$ cat src/rtl/data_mem_arbiter.sv
// Round-robin arbiter sharing one single-port data RAM between the CPU port (A)
// and the debug/DMA loader port (B); one registered transaction at a time.
//   state  | meaning
//   IDLE   | sample requests, grant one, latch its command
//   ACCESS | single RAM select cycle; writes complete here
//   RDWAIT | wait out RAM read latency, capture data, ack
module data_mem_arbiter #(
    parameter int ADDR_W = 12,
    parameter int DATA_W = 16,
    parameter int RD_LAT = 1
) (
    input  logic              clk,
    input  logic              resIn,
    input  logic              reqA,
    input  logic              weA,
    input  logic [ADDR_W-1:0] addrA,
    input  logic [DATA_W-1:0] wdataA,
    output logic [DATA_W-1:0] rdataA,
    output logic              ackA,
    input  logic              reqB,
    input  logic              weB,
    input  logic [ADDR_W-1:0] addrB,
    input  logic [DATA_W-1:0] wdataB,
    output logic [DATA_W-1:0] rdataB,
    output logic              ackB,
    output logic              busy,
    output logic              memSel,
    output logic              memWe,
    output logic [ADDR_W-1:0] memAddr,
    output logic [DATA_W-1:0] memWdata,
    input  logic [DATA_W-1:0] memRdata
);

    localparam int LAT_W = $clog2(RD_LAT + 1);
    localparam logic [LAT_W-1:0] LAT_INIT = LAT_W'(RD_LAT - 1);

    typedef enum logic [1:0] {
        IDLE   = 2'd0,
        ACCESS = 2'd1,
        RDWAIT = 2'd2
    } stateT;

    stateT             state, stateNext;
    logic [LAT_W-1:0]  lat, latNext;
    logic              rrPtr;
    logic              curPort;
    logic              curWe;
    logic [ADDR_W-1:0] curAddr;
    logic [DATA_W-1:0] curWdata;
    logic [DATA_W-1:0] rdataRegA, rdataRegB;
    logic              grantValid, grantPort, capture;

    // Port id 0 = A, 1 = B; on a tie rrPtr decides.
    assign grantValid = reqA | reqB;
    assign grantPort  = (reqA && reqB) ? rrPtr : reqB;

    always_ff @(posedge clk or posedge resIn) begin
        if (resIn) begin
            state     <= IDLE;
            lat       <= '0;
            rrPtr     <= 1'b0;
            curPort   <= 1'b0;
            curWe     <= 1'b0;
            curAddr   <= '0;
            curWdata  <= '0;
            rdataRegA <= '0;
            rdataRegB <= '0;
        end else begin
            state <= stateNext;
            lat   <= latNext;
            if (state == IDLE && grantValid) begin
                curPort  <= grantPort;
                curWe    <= grantPort ? weB : weA;
                curAddr  <= grantPort ? addrB : addrA;
                curWdata <= grantPort ? wdataB : wdataA;
                rrPtr    <= ~grantPort;
            end
            if (capture) begin
                if (curPort) rdataRegB <= memRdata;
                else         rdataRegA <= memRdata;
            end
        end
    end

    always_comb begin
        stateNext = state;
        latNext   = lat;
        memSel    = 1'b0;
        memWe     = 1'b0;
        memAddr   = '0;
        memWdata  = '0;
        ackA      = 1'b0;
        ackB      = 1'b0;
        capture   = 1'b0;
        case (state)
            IDLE: begin
                if (grantValid) stateNext = ACCESS;
            end
            ACCESS: begin
                memSel   = 1'b1;
                memWe    = curWe;
                memAddr  = curAddr;
                memWdata = curWdata;
                if (curWe) begin
                    ackA      = ~curPort;
                    ackB      = curPort;
                    stateNext = IDLE;
                end else begin
                    latNext   = LAT_INIT;
                    stateNext = RDWAIT;
                end
            end
            RDWAIT: begin
                if (lat != '0) begin
                    latNext = lat - LAT_W'(1);
                end else begin
                    capture   = 1'b1;
                    ackA      = ~curPort;
                    ackB      = curPort;
                    stateNext = IDLE;
                end
            end
            default: stateNext = IDLE;
        endcase
    end

    // Read data is bypassed in the ack cycle so it is valid alongside ack.
    assign rdataA = (capture && !curPort) ? memRdata : rdataRegA;
    assign rdataB = (capture &&  curPort) ? memRdata : rdataRegB;
    assign busy   = (state != IDLE);

endmodule

$ cat config.mk
export PLATFORM = sky130hd
export DESIGN_NAME = data_mem_arbiter
export DESIGN_NICKNAME = d
export VERILOG_FILES = /design/src/rtl/data_mem_arbiter.sv
export SDC_FILE = /design/constraint.sdc
export NUM_CORES = 1
export LEC_CHECK = 0
export BUFFER_PORTS_ARGS = -buffer_cell sky130_fd_sc_hd__buf_2
export CAP_MARGIN = 20
export CORE_MARGIN = 2
export CORE_UTILIZATION = 47
export CTS_CLUSTER_DIAMETER = 30
export DETAILED_ROUTE_END_ITERATION = 8
export HOLD_SLACK_MARGIN = 0.12
export PLACE_DENSITY = 0.84
export SLEW_MARGIN = 20
export SYNTH_ARGS = -nofsm -noshare
export SYNTH_HDL_FRONTEND = slang
export SYNTH_SLANG_ARGS = --single-unit
$ cat constraint.sdc
create_clock -name clk -period 2.24 [get_ports clk]
set_clock_uncertainty 0.2 [all_clocks]
set_input_delay 0.112 -clock clk [delete_from_list [all_inputs] [get_ports clk]]
set_output_delay 0.112 -clock clk [all_outputs]
set_load 0.1 [all_outputs]
* Word-level counts from Yosys, hierarchy flattened *
Index checks and enable logic that the tools add are counted.

word-level totals
  word-level logic and storage cells = 55
  flip-flop bits (word level) = 66
  input port bits = 78

cells by class
  muxes and demuxes = 25
  equal/unequal tests = 5
  bitwise logic cells = 3
  add/subtract/negate cells = 1
  reductions and logical operators = 12

operators with widths
  cell                                                             number
  16-bit two-way mux                                               4
  12-bit two-way mux                                               2
  1-bit two-way mux                                                12
  2-bit AND reduction                                              4
  2-bit two-way mux                                                3
  2-bit inequality test, second input constant                     3
  1-bit case mux with 2 select lines                               3
  2-bit case mux with 3 select lines                               1
  1-bit logical AND                                                4
  2-bit nonzero test                                               2
  2-bit by 1-bit == test with 1-bit output, second input constant  1
  2-bit == test, second input constant                             1
  2-bit zero test                                                  1
  1-bit NOT                                                        2
  1-bit zero test                                                  1
  1-bit OR                                                         1
  1-bit subtractor, second input constant                          1

* Logic depth before layout (Yosys ltp) *
  depth after elaboration = 4
  gate-level depth with buffers = 6
  mapped depth without buffers = 5

* Least setup slack after synthesis *
OpenSTA, ideal clock, no wires.

  path kind = register to output
  start = reg state[1]
  end = out ackA
  slack = -1767 ps
  data arrival time = 3695 ps
  cell stages (with the launch flop) = 5
  data required time = 1928 ps
  buffers on the path = 0
  cells stage by stage = dfrtp_1 inv_1 ha_1 a21oi_1 nor3b_1

on the way
  cells in the longest elaborated chain, start to end = 2
  elaborated cells on any way between the ends = 3
  those cells by class = 2 x eq/ne; 1 x mux

ends and longest elaborated chain
  element                                                                           line  text
  from (decl)                                                                       43    stateT state, stateNext;
  from (signal assigned)                                                            69    state <= stateNext;
  2-bit == test / 2-bit by 1-bit == test with 1-bit output (equally long branches)  95    case (state)
  1-bit case mux with 2 select lines (*)                                            95
  to (decl)                                                                         19    output logic ackA,

Mark *: on every way between the ends. The rest lies on a longest branch, timed or not.

* Worst setup path in the final report *
  start = reg state[0]
  end = out rdataA[7]

on the way
  cells in the longest elaborated chain, start to end = 4

ends and longest elaborated chain
  element             line  text
  2-bit == test       95
  1-bit two-way mux   95
  1-bit logical AND   128   assign rdataA = (capture && !curPort) ? memRdata : rdataRegA;
  16-bit two-way mux  128
  to (decl)           18    output logic [DATA_W-1:0] rdataA,

No other way between the ends.

==> impl_metrics.tcl <==
set metrics [dict create \
    synth_compound_area_share_pct 10.5 \
    synth-simple-area-share_pct 13.8 \
    drtIter0Drc 153 \
    maxSlewViolCount 0 \
    maxCapViolCount 0 \
    ys.flop_type "dfrtp_1" \
    min_to "rdataRegB[14]$_DFFE_PP0P_" \
    fin_nets 553 \
    crit_required_ps 1930 \
    grt_max_degree 34 \
    synth.area.mux_share_pct 17.4 \
    clock_path_buffers 2 \
    max_freq_mhz 466 \
    critical_path.startpoint_type "flop" \
    synthCells 247 \
    min_from "rdataRegB[14]$_DFFE_PP0P_" \
    synthArstFlopShare_pct 100 \
    min_period_over_period_pct 95.8 \
    antenna_found_initial 0 \
    multi_input_area_um2 1390 \
    crit_fanout 17 \
    dieHeight_um 85.2 \
    place_congestion 0.755 \
    ctsRootBufferMaster "clkbuf_8" \
    synth_fa_ha_area_share_pct 1.61 \
    slowest_stage "mux2_2" \
    synth_top_family_by_area "multiplexers" \
    overflow 0 \
    crit_chain "inv_1, ha_2, nand2b_1, buf_12, mux2_2, buf_8" \
    drc_errors 0 \
    syn-num-nets 329 \
    fin_ws_ps 94.7 \
    post-route-util_pct 92.2 \
    grt_pass1_wl_um 19000 \
    holdPathStages 1 \
    final_hold_viol_count 0 \
    synth_top_area_share_pct 52.5 \
    rows 29 \
    wl_um 12200 \
    clk_latency_ps 350 \
    grtUsageTotal_pct 34.6 \
    synth-edff-count 0 \
    timing.setup.tns_ps 0 \
    vias 3155 \
    ys_seq_area_share_pct 52.5 \
    routedWlPerCell_um 22.0 \
    die_area_um2 7260 \
    die_x_um 85.2 \
    core_um2 6350 \
    cp_data_arrival_time_ps 1830 \
    critical_path_class "reg2out" \
    r2r_setup_slack_ps 280 \
    critPathMaxStageDelay_ps 390 \
    cts.sinks 65 \
    hp-class "reg2reg" \
    worstMarginPinSlew_ps 575 \
    timing.rr.start "state[1]$_DFFE_PP0P_" \
    first_pass_iters 5 \
    setup_viol 0 \
    vias_per_cell 5.71 \
    clk_pin_slew_ps 70 \
    drtAntennaViolNets 0 \
    postSynthAreaPerCell_um2 12.6 \
    synth_area_leader_cell "dfrtp_1" \
    ios 143 \
    drive_above_1_share_pct 47.5 \
    status "finished clean" \
    numCtsBuffers 9 \
    yosysWarnings 0 \
    rsz0062_at_grt "no" \
    cts_max_level 3 \
    dp_slack_ps 204 \
    r2r-end "curWdata[12]$_DFFE_PP0P_" \
    relSlewSlack_pct 61.6 \
    syn_area_um2 3100 \
    synth-xor-area-share_pct 0 \
    cts_tree "done" \
    netlist_top_cells_area "dfrtp_1 52%, mux2_2 15%, a221o_1 9.4%" \
    regArea_um2 1630 \
    crit_path_end_kind "output pin" \
    areaGrowthSynthToFinish_pct 88.9 \
    min_period_ps 2150 \
    grt_pass1_vias 3488 \
    rr_worst_depth 6 \
    dpl.hpwl_um 6250 \
    n_fill_cell 199 \
    portBuffers 142 \
    synth_cell_types 22 \
    initial_utilization_pct 48.8 \
    synth_seq_cells 65 \
    diodes 0 \
]
==> state kept, by name (all words and copies together), names as in the netlist <==
register,cells
curWdata,16
curPort,1
rrPtr,1
curWe,1
rdataRegA,16
curAddr,12
rdataRegB,16
state,2
==> final cells by class <==
type	instances	share of cell area, %
clock buffers	13	2.71
flip-flops and latches	65	27.8
clock inverters	3	0.256
repair buffers	233	43.6
inverters	5	0.321
multi-input cells	157	23.7
well taps	77	1.65
==> critical path, delay by kind of cell (launching register included) <==
| kind | cells | cell delay (ps) |
|---|---|---|
| and+or+nand+nor | 1 | 120 |
| DFF | 1 | 360 |
| buffers and inverters | 3 | 420 |
| muxes | 1 | 390 |
| adders and majority gates | 1 | 200 |
==> cells in the final DEF (no fill, tap or decap), drive strengths merged <==
master / synthesis / layout
a21o: 1 / 1
a21oi: 2 / 2
o21ai: 2 / 2
and3: 29 / 29
nand2b: 2 / 2
dlygate4sd3: 0 / 79
nor3: 1 / 1
inv: 5 / 5
bufbuf: 0 / 1
clkinv: 0 / 3
a221o: 29 / 29
mux2: 48 / 48
nor2: 1 / 1
and3b: 1 / 1
nand2: 4 / 4
dfrtp: 65 / 65
nor3b: 2 / 2
clkbuf: 3 / 13
ha: 4 / 4
and2: 30 / 30
a22o: 1 / 1
buf: 17 / 153
==> kinds of logic (layout without fill, tap and decap cells) <==
family / count (synthesis) / in the layout
AO/OA/AOI/OAI: 35 / 35
adder cells (fa/ha/maj): 4 / 4
buffers and inverters: 25 / 254
flip-flops: 65 / 65
multiplexers: 48 / 48
AND/OR/NAND/NOR: 70 / 70
==> worst max path at each step <==
stage	from	to	slack, ps	cells past startpoint
after floorplan	state[0]$_DFFE_PP0P_	rdataRegA[3]$_DFFE_PP0P_	-10	6
after global placement	state[0]$_DFFE_PP0P_	rdataA[6]	300	6
after detailed placement	state[0]$_DFFE_PP0P_	rdataA[6]	200	6
after CTS	state[0]$_DFFE_PP0P_	rdataA[8]	40	6
after global routing	state[0]$_DFFE_PP0P_	rdataA[7]	20	6
final	state[0]$_DFFE_PP0P_	rdataA[7]	90	6
==> Yosys cell counts (2+ instances only) <==
cell type  count
dfrtp_1       65
mux2_2        42
and2_1        30
a221o_1       29
and3_1        29
buf_2         15
mux2_1         6
inv_1          5
ha_1           4
nand2_1        4
clkbuf_1       3
a21oi_1        2
buf_6          2
nand2b_1       2
nor3b_1        2
==> per-stage QoR <==
| step | hold slack [ps] | std cells | area (µm²) |
|---|---|---|---|
| floorplan | 40.7 | 247 | 3130 |
| finish | 312 | 553 | 5860 |
| detailed placement | -101 | 456 | 4780 |
| global placement | -101 | 456 | 4780 |
| global route | 325 | 553 | 5860 |
| CTS | 307 | 553 | 5840 |
==> layer usage <==
layer | vias to the layer above | part of all wire (%) | GRT usage, %
met4 | 0 | 2.8 | 13.6
met2 | 233 | 50 | 57.4
met3 | 31 | 11 | 11.6
met5 | - | 0 | 0
li1 | 1355 | - | -
met1 | 1536 | 37 | 41.7
==> repair_timing <==
action / 4_1_cts / 5_1_grt
hold endpoints to repair: 129 / 0
hold buffers: 79 / 0
setup endpoints to repair: 32 / 36
buffers inserted: 1 / 0
cloned: 1 / 0
pin swaps: 0 / 0
gates resized for setup: 18 / 10
Power is left out: the tool's default activity adds up to more than one toggle a clock period on the data nets, which glitch-free logic cannot reach.
